## src/rtl/mux_rr_arbiter.sv

```systemverilog
// -----------------------------------------------------------------------------
// mux_rr_arbiter
//
// Round-robin arbiter and burst sequencer that owns the select lines of a
// shared 4:1 mux. One requester at a time is granted for a bounded burst.
// The selected leg is streamed to a single consumer over valid/ready.
//
// Parameters
//   W          data width of each mux leg and of y
//   MAX_BURST  accepted beats per grant before forced rotation (1..15)
//
// Ports
//   clk        system clock, rising edge
//   rst        asynchronous reset, active high
//   req[3:0]   request per requester (req[0]->d00 ... req[3]->d11)
//   d00..d11   requester data legs
//   ready      consumer accepts the current beat
//   lock       (MUX_ARB_LOCK_EN only) hold the grant past MAX_BURST
//   gnt[3:0]   one-hot grant, registered
//   s1, s0     mux selects, registered; {s1,s0} = owner index
//   valid      beat available on y (req of the current owner)
//   y          selected data, zero when not valid
//   busy       high while in GRANT
//
// Optional feature: define MUX_ARB_LOCK_EN to add the lock input.
//
// state | meaning
// ------+---------------------------------------------------------------
// IDLE  | no owner; gnt=0, selects hold their last value
// GRANT | owner = {s1,s0}; beats counted in cnt until release
// -----------------------------------------------------------------------------
module mux_rr_arbiter #(
    parameter int W         = 8,
    parameter int MAX_BURST = 4
) (
    input  logic         clk,
    input  logic         rst,
    input  logic [3:0]   req,
    input  logic [W-1:0] d00,
    input  logic [W-1:0] d01,
    input  logic [W-1:0] d10,
    input  logic [W-1:0] d11,
    input  logic         ready,
`ifdef MUX_ARB_LOCK_EN
    input  logic         lock,
`endif
    output logic [3:0]   gnt,
    output logic         s1,
    output logic         s0,
    output logic         valid,
    output logic [W-1:0] y,
    output logic         busy
);

    typedef enum logic {
        IDLE  = 1'b0,
        GRANT = 1'b1
    } state_t;

    localparam logic [3:0] CNT_LAST = 4'(MAX_BURST - 1);

    state_t       state;
    logic [1:0]   ptr;
    logic [1:0]   sel;
    logic [3:0]   cnt;

    logic         beat;
    logic         at_last;
    logic         lock_hold;
    logic         release_now;
    logic [1:0]   ptr_rot;
    logic [1:0]   search_ptr;
    logic [2:0]   win;
    logic [W-1:0] y_mux;

    // First set bit of r searching upward from start, wrapping 3->0.
    // Returns {found, index}. Walking k downward lets the smallest
    // distance from start overwrite any farther hit.
    function automatic logic [2:0] pick(input logic [1:0] start,
                                        input logic [3:0] r);
        logic [2:0] res;
        logic [1:0] idx;
        res = 3'b000;
        for (int k = 3; k >= 0; k--) begin
            idx = start + 2'(k);
            if (r[idx]) begin
                res = {1'b1, idx};
            end
        end
        return res;
    endfunction

    assign s1   = sel[1];
    assign s0   = sel[0];
    assign busy = (state == GRANT);

    always_comb begin
        y_mux = d00;
        case (sel)
            2'b00:   y_mux = d00;
            2'b01:   y_mux = d01;
            2'b10:   y_mux = d10;
            default: y_mux = d11;
        endcase
    end

    assign valid = busy && req[sel];
    assign y     = valid ? y_mux : '0;

    assign beat    = valid && ready;
    assign at_last = (cnt == CNT_LAST);

`ifdef MUX_ARB_LOCK_EN
    assign lock_hold = lock;
`else
    assign lock_hold = 1'b0;
`endif

    // Release on a dropped request, or on the last beat of the burst
    // unless the owner holds the lock.
    assign release_now = busy && (!req[sel] || (beat && at_last && !lock_hold));

    // On release the search starts just past the outgoing owner so it is
    // considered last; a lone requester is therefore re-granted in place.
    assign ptr_rot    = sel + 2'd1;
    assign search_ptr = release_now ? ptr_rot : ptr;
    assign win        = pick(search_ptr, req);

    always_ff @(posedge clk or posedge rst) begin
        if (rst) begin
            state <= IDLE;
            ptr   <= 2'd0;
            sel   <= 2'd0;
            cnt   <= 4'd0;
            gnt   <= 4'd0;
        end else begin
            case (state)
                IDLE: begin
                    if (win[2]) begin
                        state <= GRANT;
                        sel   <= win[1:0];
                        gnt   <= 4'b0001 << win[1:0];
                        cnt   <= 4'd0;
                    end
                end
                GRANT: begin
                    if (release_now) begin
                        ptr <= ptr_rot;
                        if (win[2]) begin
                            sel <= win[1:0];
                            gnt <= 4'b0001 << win[1:0];
                            cnt <= 4'd0;
                        end else begin
                            state <= IDLE;
                            gnt   <= 4'd0;
                        end
                    end else if (beat && !at_last) begin
                        // Saturates at the last count while locked.
                        cnt <= cnt + 4'd1;
                    end
                end
                default: begin
                    state <= IDLE;
                    gnt   <= 4'd0;
                end
            endcase
        end
    end

    a_gnt_onehot0 : assert property (@(posedge clk) disable iff (rst)
        $onehot0(gnt));

    a_sel_matches_gnt : assert property (@(posedge clk) disable iff (rst)
        busy |-> (gnt == (4'b0001 << sel)));

    a_busy_iff_gnt : assert property (@(posedge clk) disable iff (rst)
        busy == (gnt != 4'd0));

endmodule

```

## config.mk

```make
export PLATFORM = sky130hd
export DESIGN_NAME = mux_rr_arbiter
export DESIGN_NICKNAME = d
export VERILOG_FILES = /design/src/rtl/mux_rr_arbiter.sv
export SDC_FILE = /design/constraint.sdc
export NUM_CORES = 1
export LEC_CHECK = 0
export BUFFER_PORTS_ARGS = -buffer_cell sky130_fd_sc_hd__buf_2
export CELL_PAD_IN_SITES_DETAIL_PLACEMENT = 1
export CELL_PAD_IN_SITES_GLOBAL_PLACEMENT = 1
export CORE_MARGIN = 2
export CORE_UTILIZATION = 31
export DETAILED_ROUTE_END_ITERATION = 8
export GPL_TIMING_DRIVEN = 0
export PLACE_DENSITY_LB_ADDON = 0.05
export SETUP_SLACK_MARGIN = 0.1
export SLEW_MARGIN = 0
export SYNTH_ARGS = -nofsm -noshare
export SYNTH_HDL_FRONTEND = slang
export SYNTH_SLANG_ARGS = --single-unit
```

## constraint.sdc

```tcl
create_clock -name clk -period 2.5 [get_ports clk]
set_input_delay 0.5 -clock clk [delete_from_list [all_inputs] [get_ports clk]]
set_output_delay 0.5 -clock clk [all_outputs]
set_load 0.01 [all_outputs]
```

==> impl_results.md, run 1 <==
* Hold Crit Class: in -> async
* Worst setup SP type: register
* Placer congestion estimate at 0.7870
* Synth Area in Compound Gates at 0.3419
* Synth cell types at 35
* RR Startpoint: sel[1]
* WHS at 0.2289 ns
* Post-synthesis net count at 171
* EDFF count, synth at 0
* Final WL at 3909 um
* Post-DP HPWL at 2855 um
* Crit path launch: sel[1]
* Initial antenna violation count at 0
* P&R area growth vs syn at 54.22%
* YS warnings at 0
* Final Cycle Share at 0.9778
* Layout cells sized above 1 at 0.4925
* Final setup violation count at 0
* Clk slew on worst S/H paths at 0.08 ns
* Clock Latency Late Sink at 0.28 ns
* Core Box Area at 0.003311 mm^2
* Root Driver: clkbuf_4
* Largest net degree at the start of global routing at 14
* Adder-Cell Fraction of Synth Area at 0.05855
* Initial DRC Count at 93
* Post-synthesis sequential area ratio at 0.3044
* Max Transition Viols Final at 0
* Pre-antenna DRT Iters at 4
* CTS tree: built
* N_diodes at 0
* Yosys top cell by area: dfrtp_1
* Flop2flop setup slack at 0.06 ns
* Final min period at 2.444 ns
* Overall Power at 1.917 mW
* Initial core utilization at 0.3228
* Crit-path max cell delay at 0.50 ns
* Crit path required time at 2.67 ns
* Post-synthesis register bit count at 13
* CTS sink count at 13
* Worst vdd ir at 0.5451 mV
* Crit. End Element: register
* RSZ-0062 raised after global routing: true
* Port Buffers at 54
* Ys async rst share at 1.000
* Ys flop type: dfrtp_1
* Grt ovf at 0
* Syn avg cell area at 8.414 um^2
* FP Rows at 21
* Global-route wire length before repair at 6396 um
* Master of the slowest instance on the critical path: dfrtp_2
* Full die area at 0.003933 mm^2
* Post-synthesis mux area share at 0.04684
* All-Layer GR Usage at 0.2017
* Wire per inst at 15.83 um
* Largest family of logic cells by synthesized area: compound AO/OA/AOI/OAI gates
* Mapped Area at 0.001069 mm^2
* Number of buffers created by CTS at 3
* Die X at 62.71 um
* Finished Cell Area at 0.001648 mm^2
* Worst-margin pin slew at 0.4940 ns
* R2r endpoint: gnt[0]
* R2R depth at 7
* Die height at 62.71 um
* Post-Place Cell Area at 0.001396 mm^2
* Cells after Synth at 127
* Fin nets at 246
* Synth area leaders: dfrtp_1 30%, a222oi_1 7.5%, nor2_1 6.7%, ha_1 5.9%, o21ai_0 5.2%
* Final Hold Vio Count at 0
* Worst Clk Skew at 0.005264 ns
* Pwr dens at 1163 mW/mm^2
* Critical Path Sink: gnt[0]
* Outcome: finished clean
* DRC violations left at 0
* Count leader, synth: nor2_1
* XOR/XNOR share of the synthesized area at 0
* CTS H-tree depth at 1
* Maximum clock rate at 409.1 MHz
* Share of the synthesized area in the top cell type at 0.3044
* WS Path Type: reg -> reg
* Vias at 1,284
* Synth Area in Simple Gates at 0.1991
* Bufs on Longest Clock Path at 2
* Max-cap violations at 0
* Remaining antenna violation count after routing at 0
* Cts-stage hold buffer count at 0
* Via count of the first global-routing pass at 1,296
* Vias/cell at 5.198
* Slew headroom at 0.6703
* Critical Path, Cell by Cell: buf_4 -> mux2i_2 -> a22o_1 -> or3b_4 -> and2_4 -> a311o_1 -> a32o_2
* Pleak at 0.8394 nW
* # IOs at 55
* Commonest cells in the netlist: 19 x nor2_1, 13 x dfrtp_1, 11 x o21ai_0, 9 x a21oi_1, 9 x nand2_1
* Worst EP arrival at 2.62 ns
* Crit Path Max Fanout at 7
## through the flow
stage                     setup slack (ns)  utilization   TNS [ns]  cells
final                              0.05559       0.4977          0    247
after global placement            0.009649       0.4218          0    227
after detailed placement          -0.05257       0.4218   -0.05257    227
after floorplan                     0.1976            -          0    127
after CTS                          0.06109       0.4603          0    240
after global routing             -0.004797       0.4977  -0.004797    247
## kinds of logic (layout without fill, tap and decap cells)
| kind of cell | count (synthesis) | in the layout |
|---|---|---|
| mux | 5 | 5 |
| buf+inv | 14 | 88 |
| compound gates | 48 | 48 |
| simple gates | 42 | 42 |
| fa+ha+maj | 5 | 5 |
| flops | 13 | 13 |
## metal layers
layer | wire (um) | vias up | track usage
met5 | 0 | - | 0
met1 | 1610 | 602 | 0.2322
met4 | 0 | 0 | 0.01667
met3 | 185 | 0 | 0.05586
li1 | - | 634 | -
met2 | 2114 | 48 | 0.3831
## cells in the final DEF, fill, tap and decap left out, types with 2 or more instances in the layout
cell       n
o21ai_0    9
inv_1      6
mux2i_2    2
o211ai_1   2
buf_2     54
nand2b_1   3
nor2_1    19
a21oi_1    9
ha_4       3
mux2i_1    3
nand2_1    9
dfrtp_1   11
inv_4      2
clkbuf_4   4
dfrtp_2    2
nor2b_1    2
a32o_1     3
o211a_1    2
a222oi_1   8
buf_4     19
## flip-flops by register name, indices dropped and copies added (netlist names)
register and flops:
cnt 4, gnt 4, ptr 2, sel 2
busy 1
## worst max-delay path, delay by kind of cell (launching register included)
family | cells | cell delay [ns]
muxes | 1 | 0.16
AOI/OAI and AO/OA | 3 | 0.91
and+or+nand+nor | 2 | 0.59
buffers and inverters | 1 | 0.17
DFF | 1 | 0.50
## area by class of cell
class | count | area, um^2
repair buffers | 72 | 405.4
multi-input cells | 100 | 763.2
well taps | 46 | 57.56
inverters | 8 | 35.03
clock buffers | 3 | 22.52
flip-flops and latches | 13 | 327.8
fillers | 430 | 1663
clock inverters | 1 | 5.005
plain buffers | 4 | 31.28
## worst min path at each step
stage	end	depth (start not counted)	slack, ns
floorplan	busy	1	0.38
global placement	gnt[1]	2	0.46
detailed placement	gnt[3]	2	0.47
CTS	gnt[3]	2	0.24
global route	gnt[3]	2	0.27
finish	gnt[3]	2	0.23
## power breakdown
part	switching (mW)	total [mW]	leakage, nW	internal (mW)
combinational	0.710	1.42	0.659	0.709
sequential	0.0845	0.368	0.163	0.284
clock	0.0707	0.130	0.0177	0.0593
## timing repair
action	CTS	global route
pin swaps	5	11
hold endpoints to repair	0	0
setup endpoints to repair	10	13
gates resized for setup	17	24
buffers inserted	9	9
(Power assumes the default switching activity.)
==> run 2: changes to the inputs <==
--- a/config.mk
+++ b/config.mk
@@ -13,6 +13,7 @@
 export DETAILED_ROUTE_END_ITERATION = 8
 export GPL_TIMING_DRIVEN = 0
 export PLACE_DENSITY_LB_ADDON = 0.05
+export RECOVER_POWER = 100
 export SETUP_SLACK_MARGIN = 0.1
 export SLEW_MARGIN = 0
 export SYNTH_ARGS = -nofsm -noshare
==> run 2 against run 1 <==
Count of clock-buffer cells in the layout is the same. Cell count stayed put. Clock power barely moved. Clock skew up 0.00078 ns. Utilization is 0.38 points lower. Critical endpoint unchanged. Wire length increased by 1.0%. Largest cell class unchanged. Critical path depth unchanged. Worst hold slack improved by 0.0042 ns. Sequential power about the same.
==> impl_results.md, run 2 (synthesis gave the netlist of run 1 again) <==
* Crit Path Max Fanout at 7 (unchanged)
* Max-cap violations at 0 (unchanged)
* Flop2flop setup slack at 0.07 ns (+0.02 ns)
* Bufs on Longest Clock Path at 2 (unchanged)
* Full die area at 0.003933 mm^2 (unchanged)
* Wire per inst at 15.98 um (+1.0%)
* Worst vdd ir at 0.5443 mV (-0.15%)
* Initial antenna violation count at 0 (unchanged)
* Number of buffers created by CTS at 3 (unchanged)
* Worst-margin pin slew at 0.5031 ns (+0.009107 ns)
* Crit. End Element: register
* Clk slew on worst S/H paths at 0.08 ns (about the same)
* Most common cell after layout, fill and taps aside: buf_2
* Final WL at 3948 um (+1.0%)
* Pleak at 0.8068 nW (-3.9%)
* Finished Cell Area at 0.001635 mm^2 (-0.76%)
* All-Layer GR Usage at 0.2017 (unchanged)
* DRC violations left at 0 (unchanged)
* CTS tree: built
* CTS sink count at 13 (unchanged)
* Pre-antenna DRT Iters at 4 (unchanged)
* Fin nets at 246 (unchanged)
* Clock Latency Late Sink at 0.28 ns (about the same)
* Crit path required time at 2.67 ns (about the same)
* Non-filler cells, final at 247 (unchanged)
* Final min period at 2.427 ns (-0.01766 ns)
* # IOs at 55 (unchanged)
* Worst Clk Skew at 0.006041 ns (+0.0007769 ns)
* Root Driver: clkbuf_4
* Vias at 1,286 (+0.16%)
* Dpl cells at 227 (unchanged)
* Worst EP arrival at 2.60 ns (-0.02 ns)
* N_diodes at 0 (unchanged)
* Post-Place Cell Area at 0.001396 mm^2 (unchanged)
* Multi-input gate area at 763.2 um^2 (unchanged)
* RSZ-0062 raised after global routing: true
* Core Box Area at 0.003311 mm^2 (unchanged)
* Layout cells sized above 1 at 0.4527 (-0.03980)
* Grt ovf at 0 (unchanged)
* Maximum clock rate at 412.1 MHz (+0.73%)
* Die X at 62.71 um (unchanged)
* FP Rows at 21 (unchanged)
* Reg area at 327.8 um^2 (unchanged)
* Via count of the first global-routing pass at 1,296 (unchanged)
* P&R area growth vs syn at 53.04%
* Die height at 62.71 um (unchanged)
* Commonest non-fill, non-tap cells in the layout: 42 x buf_2, 19 x nor2_1, 17 x buf_4, 11 x dfrtp_1
* Final Cycle Share at 0.9707 (-0.007066)
* Initial core utilization at 0.3228 (unchanged)
* Remaining antenna violation count after routing at 0 (unchanged)
* CTS H-tree depth at 1 (unchanged)
* Outcome: finished clean
* Worst setup SP type: register
* WS Path Type: reg -> reg
* Port Buffers at 54 (unchanged)
* Pwr dens at 1163 mW/mm^2 (about the same)
* Hold Crit Class: in -> async
* Initial DRC Count at 93 (unchanged)
* Largest registers in the final layout: cnt (4), gnt (4)
* Max Transition Viols Final at 0 (unchanged)
* Global-route wire length before repair at 6396 um (unchanged)
* Final setup violation count at 0 (unchanged)
* Vias/cell at 5.206 (+0.16%)
* Post-DP HPWL at 2855 um (unchanged)
* Layout filler cell count at 438 (+1.9%)
* Placer congestion estimate at 0.7870 (unchanged)
* Largest net degree at the start of global routing at 14 (unchanged)
* Overall Power at 1.902 mW (-0.81%)
* Slew headroom at 0.6642 (-0.006078)
* Final Hold Vio Count at 0 (unchanged)
run 2: worst max-delay path: stages, from the launching register on:
cell      delay, ns
dfrtp_2        0.50
clkbuf_1       0.15
mux2i_2        0.17
a22o_1         0.27
or3b_4         0.43
and2_4         0.16
a311o_1        0.37
a32o_2         0.27
run 2: repair_timing:
item                                    in CTS  in global routing
endpoints found under the setup margin      10                 13
buffers inserted                             9                  9
gates resized for setup                     17                 24
pin swaps                                    5                 11
hold endpoints to repair                     0                  0
hold buffers                                 0                  0
run 2: where the power goes:
group,internal [mW],total [mW],switching (mW)
Clock,0.0593,0.129,0.0700
Combinational,0.688,1.40,0.715
Sequential,0.284,0.369,0.0850
Total,1.03,1.90,0.870
run 2: metrics by stage:
stage	hold WS [ns]	setup TNS (ns)	utilization	worst slack (ns)
floorplan	0.3770	0	-	0.1976
global placement	0.4641	0	0.4218	0.009649
detailed placement	0.4710	-0.05257	0.4218	-0.05257
CTS	0.2435	0	0.4603	0.06109
global route	0.2688	0	0.4940	0.003209
finish	0.2332	0	0.4940	0.07325
run 2: final timing paths:
path,from,to,cells past startpoint
worst max register to register,sel[1],gnt[0],7
worst min register to register,gnt[3],gnt[3],2
max in group asynchronous,rst,sel[1],2
worst max-delay path,sel[1],gnt[0],7
min in group clk,gnt[3],gnt[3],2
worst min-delay path,rst,gnt[3],2
run 2: routing by layer:
layer	wire [um]	global-route usage
met1	1634	0.2322
met2	2121	0.3831
met3	192	0.05586
met4	0	0.01667
met5	0	0
run 2: area by class of cell:
| cell class | count | share of cell area |
|---|---|---|
| plain buffers | 4 | 0.01913 |
| clock buffers | 3 | 0.01377 |
| clock inverters | 1 | 0.003060 |
| inverters | 8 | 0.02142 |
| multi-input cells | 100 | 0.4667 |
| flip-flops and latches | 13 | 0.2005 |
| well taps | 46 | 0.03520 |
| repair buffers | 72 | 0.2402 |
